`config.mk`:
```
export PLATFORM = sky130hd
export DESIGN_NAME = support_exchange_unit
export DESIGN_NICKNAME = d
export VERILOG_FILES = /design/src/rtl/support_exchange_unit.sv
export SDC_FILE = /design/constraint.sdc
export NUM_CORES = 1
export LEC_CHECK = 0
export BUFFER_PORTS_ARGS = -buffer_cell sky130_fd_sc_hd__buf_2
export CAP_MARGIN = 40
export CELL_PAD_IN_SITES_DETAIL_PLACEMENT = 1
export CELL_PAD_IN_SITES_GLOBAL_PLACEMENT = 1
export CORE_UTILIZATION = 40
export CTS_BUF_LIST = sky130_fd_sc_hd__clkbuf_8 sky130_fd_sc_hd__clkbuf_16
export CTS_CLUSTER_DIAMETER = 30
export DETAILED_ROUTE_END_ITERATION = 7
export PLACE_DENSITY = 0.82
export SETUP_SLACK_MARGIN = 0.5
export SLEW_MARGIN = 20
export SYNTH_ARGS = -nofsm -noshare
export SYNTH_HDL_FRONTEND = slang
export SYNTH_SLANG_ARGS = --single-unit
```
`constraint.sdc`:
```
create_clock -name clk -period 2.1 [get_ports clk]
set_input_delay 0.105 -clock clk [delete_from_list [all_inputs] [get_ports clk]]
set_output_delay 0.105 -clock clk [all_outputs]
set_load 0.01 [all_outputs]
```
`src/rtl/support_exchange_unit.sv`:
```
// Link-side buffer for the support PE: queues ingress words, pops one per
// STAGE_WRITE_TO_MEM window into the PE, and returns the PE result on egress.
module support_exchange_unit #(
  parameter int unsigned ADDRESS_WIDTH = 6,
  parameter int unsigned FIFO_DEPTH    = 4,
  parameter int unsigned STAGE_WIDTH   = 3,
  parameter logic [STAGE_WIDTH-1:0] STAGE_IDLE         = STAGE_WIDTH'(0),
  parameter logic [STAGE_WIDTH-1:0] STAGE_WRITE_TO_MEM = STAGE_WIDTH'(4),
  localparam int unsigned EXPOSED_DATA_SIZE = ADDRESS_WIDTH + 3,
  localparam int unsigned CNT_W             = $clog2(FIFO_DEPTH) + 1
) (
  input  logic                         clk,
  input  logic                         reset,
  input  logic [STAGE_WIDTH-1:0]       global_stage,
  input  logic [EXPOSED_DATA_SIZE:0]   rx_data,
  input  logic                         rx_valid,
  output logic                         rx_ready,
  output logic [EXPOSED_DATA_SIZE-1:0] spu_input_data,
  output logic                         spu_do_not_store,
  input  logic [EXPOSED_DATA_SIZE-1:0] spu_output_data,
  output logic [EXPOSED_DATA_SIZE-1:0] tx_data,
  output logic                         tx_valid,
  input  logic                         tx_ready,
  output logic [CNT_W-1:0]             fifo_count,
  output logic                         underflow_err,
  output logic                         overflow_err
);

  localparam int unsigned PTR_W = $clog2(FIFO_DEPTH);

  logic [STAGE_WIDTH-1:0]       stage_q, last_stage_q;
  logic [EXPOSED_DATA_SIZE:0]   mem_q [FIFO_DEPTH];
  logic [PTR_W-1:0]             wr_ptr_q, wr_ptr_d, rd_ptr_q, rd_ptr_d;
  logic [CNT_W-1:0]             count_q, count_d;
  logic [EXPOSED_DATA_SIZE-1:0] spu_data_q, spu_data_d;
  logic                         spu_dns_q, spu_dns_d;
  logic [EXPOSED_DATA_SIZE-1:0] tx_data_q, tx_data_d;
  logic                         tx_valid_q, tx_valid_d;
  logic                         underflow_q, underflow_d;
  logic                         overflow_q, overflow_d;

  logic push, pop_evt, pop_ok, cap_evt, tx_fire;
  logic [EXPOSED_DATA_SIZE:0] head;

  assign rx_ready = (count_q != CNT_W'(FIFO_DEPTH));
  assign push     = rx_valid && rx_ready;
  assign pop_evt  = (global_stage == STAGE_WRITE_TO_MEM) && (stage_q != STAGE_WRITE_TO_MEM);
  // Pop qualifies on the registered count, so a same-cycle push is never forwarded.
  assign pop_ok   = pop_evt && (count_q != '0);
  assign cap_evt  = (last_stage_q == STAGE_WRITE_TO_MEM) && (stage_q != STAGE_WRITE_TO_MEM);
  assign tx_fire  = tx_valid_q && tx_ready;
  assign head     = mem_q[rd_ptr_q];

  always_comb begin
    wr_ptr_d    = wr_ptr_q;
    rd_ptr_d    = rd_ptr_q;
    count_d     = count_q;
    spu_data_d  = spu_data_q;
    spu_dns_d   = spu_dns_q;
    underflow_d = underflow_q;
    if (push) wr_ptr_d = wr_ptr_q + PTR_W'(1);
    if (pop_evt) begin
      if (pop_ok) begin
        spu_data_d = head[EXPOSED_DATA_SIZE-1:0];
        spu_dns_d  = head[EXPOSED_DATA_SIZE];
        rd_ptr_d   = rd_ptr_q + PTR_W'(1);
      end else begin
        spu_data_d  = '0;
        spu_dns_d   = 1'b1;
        underflow_d = 1'b1;
      end
    end
    unique case ({push, pop_ok})
      2'b10:   count_d = count_q + CNT_W'(1);
      2'b01:   count_d = count_q - CNT_W'(1);
      default: count_d = count_q;
    endcase
  end

  always_comb begin
    tx_data_d  = tx_data_q;
    tx_valid_d = tx_valid_q;
    overflow_d = overflow_q;
    if (tx_fire) tx_valid_d = 1'b0;
    if (cap_evt) begin
      if (!tx_valid_q || tx_fire) begin
        tx_data_d  = spu_output_data;
        tx_valid_d = 1'b1;
      end else begin
        overflow_d = 1'b1;
      end
    end
  end

  always_ff @(posedge clk) begin
    if (push) mem_q[wr_ptr_q] <= rx_data;
  end

  always_ff @(posedge clk or negedge reset) begin
    if (!reset) begin
      stage_q      <= STAGE_IDLE;
      last_stage_q <= STAGE_IDLE;
      wr_ptr_q     <= '0;
      rd_ptr_q     <= '0;
      count_q      <= '0;
      spu_data_q   <= '0;
      spu_dns_q    <= 1'b1;
      tx_data_q    <= '0;
      tx_valid_q   <= 1'b0;
      underflow_q  <= 1'b0;
      overflow_q   <= 1'b0;
    end else begin
      stage_q      <= global_stage;
      last_stage_q <= stage_q;
      wr_ptr_q     <= wr_ptr_d;
      rd_ptr_q     <= rd_ptr_d;
      count_q      <= count_d;
      spu_data_q   <= spu_data_d;
      spu_dns_q    <= spu_dns_d;
      tx_data_q    <= tx_data_d;
      tx_valid_q   <= tx_valid_d;
      underflow_q  <= underflow_d;
      overflow_q   <= overflow_d;
    end
  end

  assign spu_input_data   = spu_data_q;
  assign spu_do_not_store = spu_dns_q;
  assign tx_data          = tx_data_q;
  assign tx_valid         = tx_valid_q;
  assign fifo_count       = count_q;
  assign underflow_err    = underflow_q;
  assign overflow_err     = overflow_q;

endmodule

```
; ---- After elaboration in Yosys (flattened, before gate mapping)
; Memory sizes are Yosys's and may differ from the RTL's.
; Cells that the tools add are included.
[totals]
register_bits = 35
inputBits = 26
n_memories = 1
ramBits = 40
elab_cells = 45
[mem_list]
columns = memory, words, word_bits, read_ports, rd_clocked_by_memory_dff, wr, line_no
row1 = mem_q, 4, 10, 1, 0, 1, 32  ; logic [EXPOSED_DATA_SIZE:0] mem_q [FIFO_DEPTH];
[classes]
bitwise_logic = 2
n_eq_ne = 6
addsub = 4
n_mux = 8
n_reduce_logical = 13
[op_table]
columns = cell, count
row1 = $mux W9, 1
row2 = $reduce_and A2 Y1, 4
row3 = $eq A3 B3 Y1 const B, 2
row4 = $mux W1, 6
row5 = $ne A3 B3 Y1 const B, 2
row6 = $pmux W3 S2, 1
row7 = $logic_and A1 B1 Y1, 5
row8 = $add A2 B1 Y2 const B, 2
row9 = $add A3 B1 Y3 const B, 1
row10 = $reduce_bool A3 Y1, 1
row11 = $sub A3 B1 Y3 const B, 1
row12 = $eq A2 B1 Y1 const B, 1
row13 = $eq A2 B2 Y1 const B, 1
row14 = $not A1 Y1, 2
row15 = $reduce_bool A2 Y1, 1
row16 = $logic_not A1 Y1, 1
row17 = $logic_or A1 B1 Y1, 1

; ---- Depth between registers and ports, before layout
[logic_depth]
ltp_word = 5
mapped_depth = 9
ltp_nobuf = 9

; ---- Least setup slack after synthesis
; OpenSTA, ideal clock, no wires.
[synth_path]
path_kind = reg-to-reg
from = register count_q[0] (netlist: fifo_count[0])
to = register count_q[2] (netlist: fifo_count[2])
path_stages_with_launch = 10
setup_slack_ns = -0.062
arrival_ns = 2.083
t_required_ns = 2.021
path_cell_list = dfrtp_1 > or3b_4 > and2_4 > inv_1 > ha_1 > inv_1 > fa_1 > xor2_1 > nor2_1 > xor2_1
[synth_between]
elab_chain_cells = 4
word_cells_on_any_way = 10
cone_classes = add/sub (2) / eq/ne (3) / mux (1) / reduce/logical (4)
[synth_lines]
columns = element, line_no
row1 = start: declaration, 34  ; logic [CNT_W-1:0] count_q, count_d;
row2 = start signal: assignment, 117  ; count_q <= count_d;
row3 = $ne A3 B3 Y1 *, 45  ; assign rx_ready = (count_q != CNT_W'(FIFO_DEPTH));
row4 = via rx_ready, 17  ; output logic rx_ready,
row5 = $logic_and A1 B1 Y1 *, 46  ; assign push = rx_valid && rx_ready;
row6 = $eq A2 B1 Y1 or $eq A2 B2 Y1 (tied branches), 73  ; unique case ({push, pop_ok})
row7 = $pmux W3 S2 or $reduce_bool A2 Y1 (tied branches), --
; The timed path passes the listed nets; every way through them passes the cells marked *.
; A chain may end at the register's enable or synchronous reset.

; ---- Worst setup path in the final report
[layout_path]
from = register count_q[0] (netlist: fifo_count[0])
to = register count_q[2] (netlist: fifo_count[2])
[layout_between]
elab_chain_cells = 4
word_cells_on_any_way = 10
cone_classes = add/sub (2) / eq/ne (3) / mux (1) / reduce/logical (4)
[layout_lines]
columns = element, line_no
row1 = $ne A3 B3 Y1 or $reduce_bool A3 Y1 (tied branches), "45, 49"
row2 = "$logic_and A1 B1 Y1, on equally long branches", "46, 49"
row3 = $eq A2 B1 Y1 or $eq A2 B2 Y1 (tied branches), 73
row4 = $pmux W3 S2 or $reduce_bool A2 Y1 (tied branches), --
; Several ways; a longest one is shown, not always the timed one.

==> results.toml <==
[yosys]
syn_area_um2 = 2950
syn_area_per_cell_um2 = 19.4
ys_warn_count = 0
syn-num-nets = 184
netlist_instances = 152
synth_seq_cells = 75
ys_seq_area_share_pct = 70.5
synthDistinctLibCells = 34

[sta]
finalSetupViolations = 0
post-route-min-period_ps = 2020
timing.final.ws_setup_ps = 75.9
period_share_pct = 96.4
clock-skew-final_ps = 10.5
rsz0062_at_grt = "true"
hold_viol = 0
finalSetupTns_ps = 0
worst_slew_margin_rel_pct = 66.2
slew_viol_final = 0
hold_ws_ps = 86.8
fmax_ghz = 0.494
worst_pin_slew_ps = 507

[routing]
routed_via_density = 4.81
drc_errors = 0
wl_per_cell_um = 18.1
ant_nets = 0
dr.pass1.iters = 4
routed_wl_um = 6300
via_count = 1668
drtIter0Drc = 28

[floorplanning]
core_area_um2 = 6940
num_rows = 30
ios = 52
start_util_pct = 42.5
die-area_um2 = 7720
dieWidth_um = 87.9
die_height_um = 87.9

[pwr]
p_total_mw = 4.76
static-leakage-power_nw = 1.63
p_per_area_nw_per_um2 = 1230
ir_worst_vdd_v = 0.000597

[clocking]
cts_tree = "built"
cts_buffer_depth = 2
root_buffer = "clkbuf_8"
path_clk_slew_ps = 80
insertion_delay_ps = 350
numCtsBuffers = 9
cts_max_level = 3
cts.sinks = 75

[global_route]
grt_pass1_vias = 2015
grt_pass1_wl_um = 10100
use_met2_pct = 34.0
met1_usage_pct = 19.4
grt_usage_pct = 18.5
antenna_found_initial = 0
grt-busiest-layer = "met2"
met3_usage_pct = 5.28
grt-ovfl-total = 0
grt_max_degree = 36

[worst_setup_path]
criticalPathCategory = "reg2reg"
cp_data_arrival_time_ps = 2290
cp.required_ps = 2370
cp_cell_sequence = "or3b_4 > and2_4 > inv_2 > ha_4 > inv_2 > fa_2 > xor2_1 > nor2_1 > xor2_1"
cp_top_family = "simple AND/OR/NAND/NOR gates"
start_kind = "register"
slowest_stage = "dfrtp_2"
critPathCaptureType = "register"
crit_fanout = 2
crit-reg2reg-launch = "fifo_count[0]"
critPathBufInv = 2
slowest_delay_ps = 410
cp-startpoint = "fifo_count[0]"

[place]
port_buffers = 51
dp.cells = 301
pre_cts_slack_ps = 13.3
dpl_cell_area_um2 = 3350
hpwl_um = 4000
gp_congestion = 0.685

[min_path]
hold_start = "global_stage[2]"
hold_class = "in2reg"

[finish]
layout.nets = 278
fin_util_pct = 55.9
stdcell_area_um2 = 3880
fillCellCount = 670
area_growth_pct = 31.5
layout-drive-gt1-share_pct = 48.2
final_cells = 347
num_antenna_cells = 0

[outcome]
status = "completed"

[flow_run]
cap_violations = 0
-- Yosys cell counts --
| cell type | number | area, µm² |
|---|---|---|
| xor2_2 | 1 | 16.3 |
| fa_1 | 1 | 20.0 |
| dfstp_2 | 1 | 26.3 |
| nand3_1 | 1 | 5.00 |
| o21bai_1 | 1 | 7.51 |
| xnor2_1 | 2 | 17.5 |
| or3b_4 | 2 | 22.5 |
| nor3_4 | 1 | 16.3 |
| mux4_2 | 10 | 225 |
| nor2_1 | 3 | 11.3 |
| and2_4 | 1 | 8.76 |
| nand2b_1 | 1 | 6.26 |
| nand3_2 | 1 | 10.0 |
| ha_1 | 5 | 62.6 |
| nand2_1 | 1 | 3.75 |
| inv_1 | 7 | 26.3 |
| buf_2 | 1 | 5.00 |
| clkbuf_1 | 1 | 3.75 |
| a22o_1 | 9 | 78.8 |
| and3_1 | 4 | 25.0 |
| or3b_1 | 1 | 8.76 |
| mux2_4 | 10 | 150 |
| a21oi_1 | 1 | 5.00 |
| a41o_2 | 1 | 11.3 |
| nor4_1 | 1 | 6.26 |
| nor3_2 | 1 | 10.0 |
| nor3b_2 | 1 | 12.5 |
| xor2_1 | 3 | 26.3 |
| buf_6 | 2 | 22.5 |
| dfrtp_1 | 34 | 851 |
| nand4_4 | 1 | 21.3 |
| mux2i_1 | 1 | 10.0 |
| nor4b_2 | 1 | 15.0 |
| edfxtp_1 | 40 | 1200 |
-- layer usage --
| layer | share of wire (%) | wire length, µm |
|---|---|---|
| met2 | 54 | 3430 |
| met1 | 39 | 2470 |
| met5 | 0 | 0 |
| met4 | 1.7 | 104 |
| met3 | 4.7 | 293 |
-- final timing paths --
path,to,slack [ps],cells after the start
hold / removal,underflow_err,90,2
setup / recovery,fifo_count[2],80,9
max in group asynchronous,spu_do_not_store,1330,3
min in group asynchronous,underflow_err,230,2
setup reg to reg,fifo_count[2],80,9
hold reg to reg,last_stage_q[2],410,0
-- registers in the layout, summed over array words and instances (netlist names) --
| name | count |
|---|---|
| stage_q | 3 |
| underflow_err | 1 |
| overflow_err | 1 |
| tx_valid | 1 |
| rd_ptr_q | 2 |
| spu_do_not_store | 1 |
| tx_data | 9 |
| spu_input_data | 9 |
| last_stage_q | 3 |
| mem_q | 40 |
| wr_ptr_q | 2 |
| fifo_count | 3 |
-- layout by cell type (no fill, tap or decap), drive strengths merged, types with 3 or more instances in the layout --
master	n
xor2	4
buf	63
clkbuf	9
dlygate4sd3	23
nor2	3
ha	5
inv	10
or3b	3
mux2	10
dfrtp	34
edfxtp	40
mux4	10
and3	4
a22o	9
-- power by group --
group	internal, mW	switching [mW]
clock	0.554	0.549
combinational	0.786	0.691
sequential	1.97	0.211
total	3.31	1.45
-- logic make-up (layout without fill, tap and decap cells) --
| family | count (synthesis) | in the layout | share of synthesized area (%) |
|---|---|---|---|
| XOR/XNOR | 6 | 6 | 2.04 |
| flip-flops | 75 | 75 | 70.5 |
| AO/OA/AOI/OAI | 12 | 12 | 3.48 |
| adder cells (fa/ha/maj) | 6 | 6 | 2.80 |
| buffers and inverters | 11 | 109 | 1.95 |
| multiplexers | 21 | 21 | 13.1 |
| AND/OR/NAND/NOR | 21 | 22 | 6.19 |
-- what timing repair did --
item,in CTS,in global routing
gates cloned,1,0
hold buffers,23,0
resized for setup,4,3
pin swaps,6,3
endpoints found under the hold margin,86,0
buffers inserted,4,1
endpoints found under the setup margin,14,26
-- cell type report --
type	instances	area, µm²	area share, %
clock buffer	9	124	3.19
clock inverter	7	75.1	1.94
inverter	7	26.3	0.677
multi-input combinational	67	855	22.0
sequential	75	2080	53.6
tap	96	120	3.10
timing repair buffer	86	599	15.5
Power figures use the tool's default switching activity.
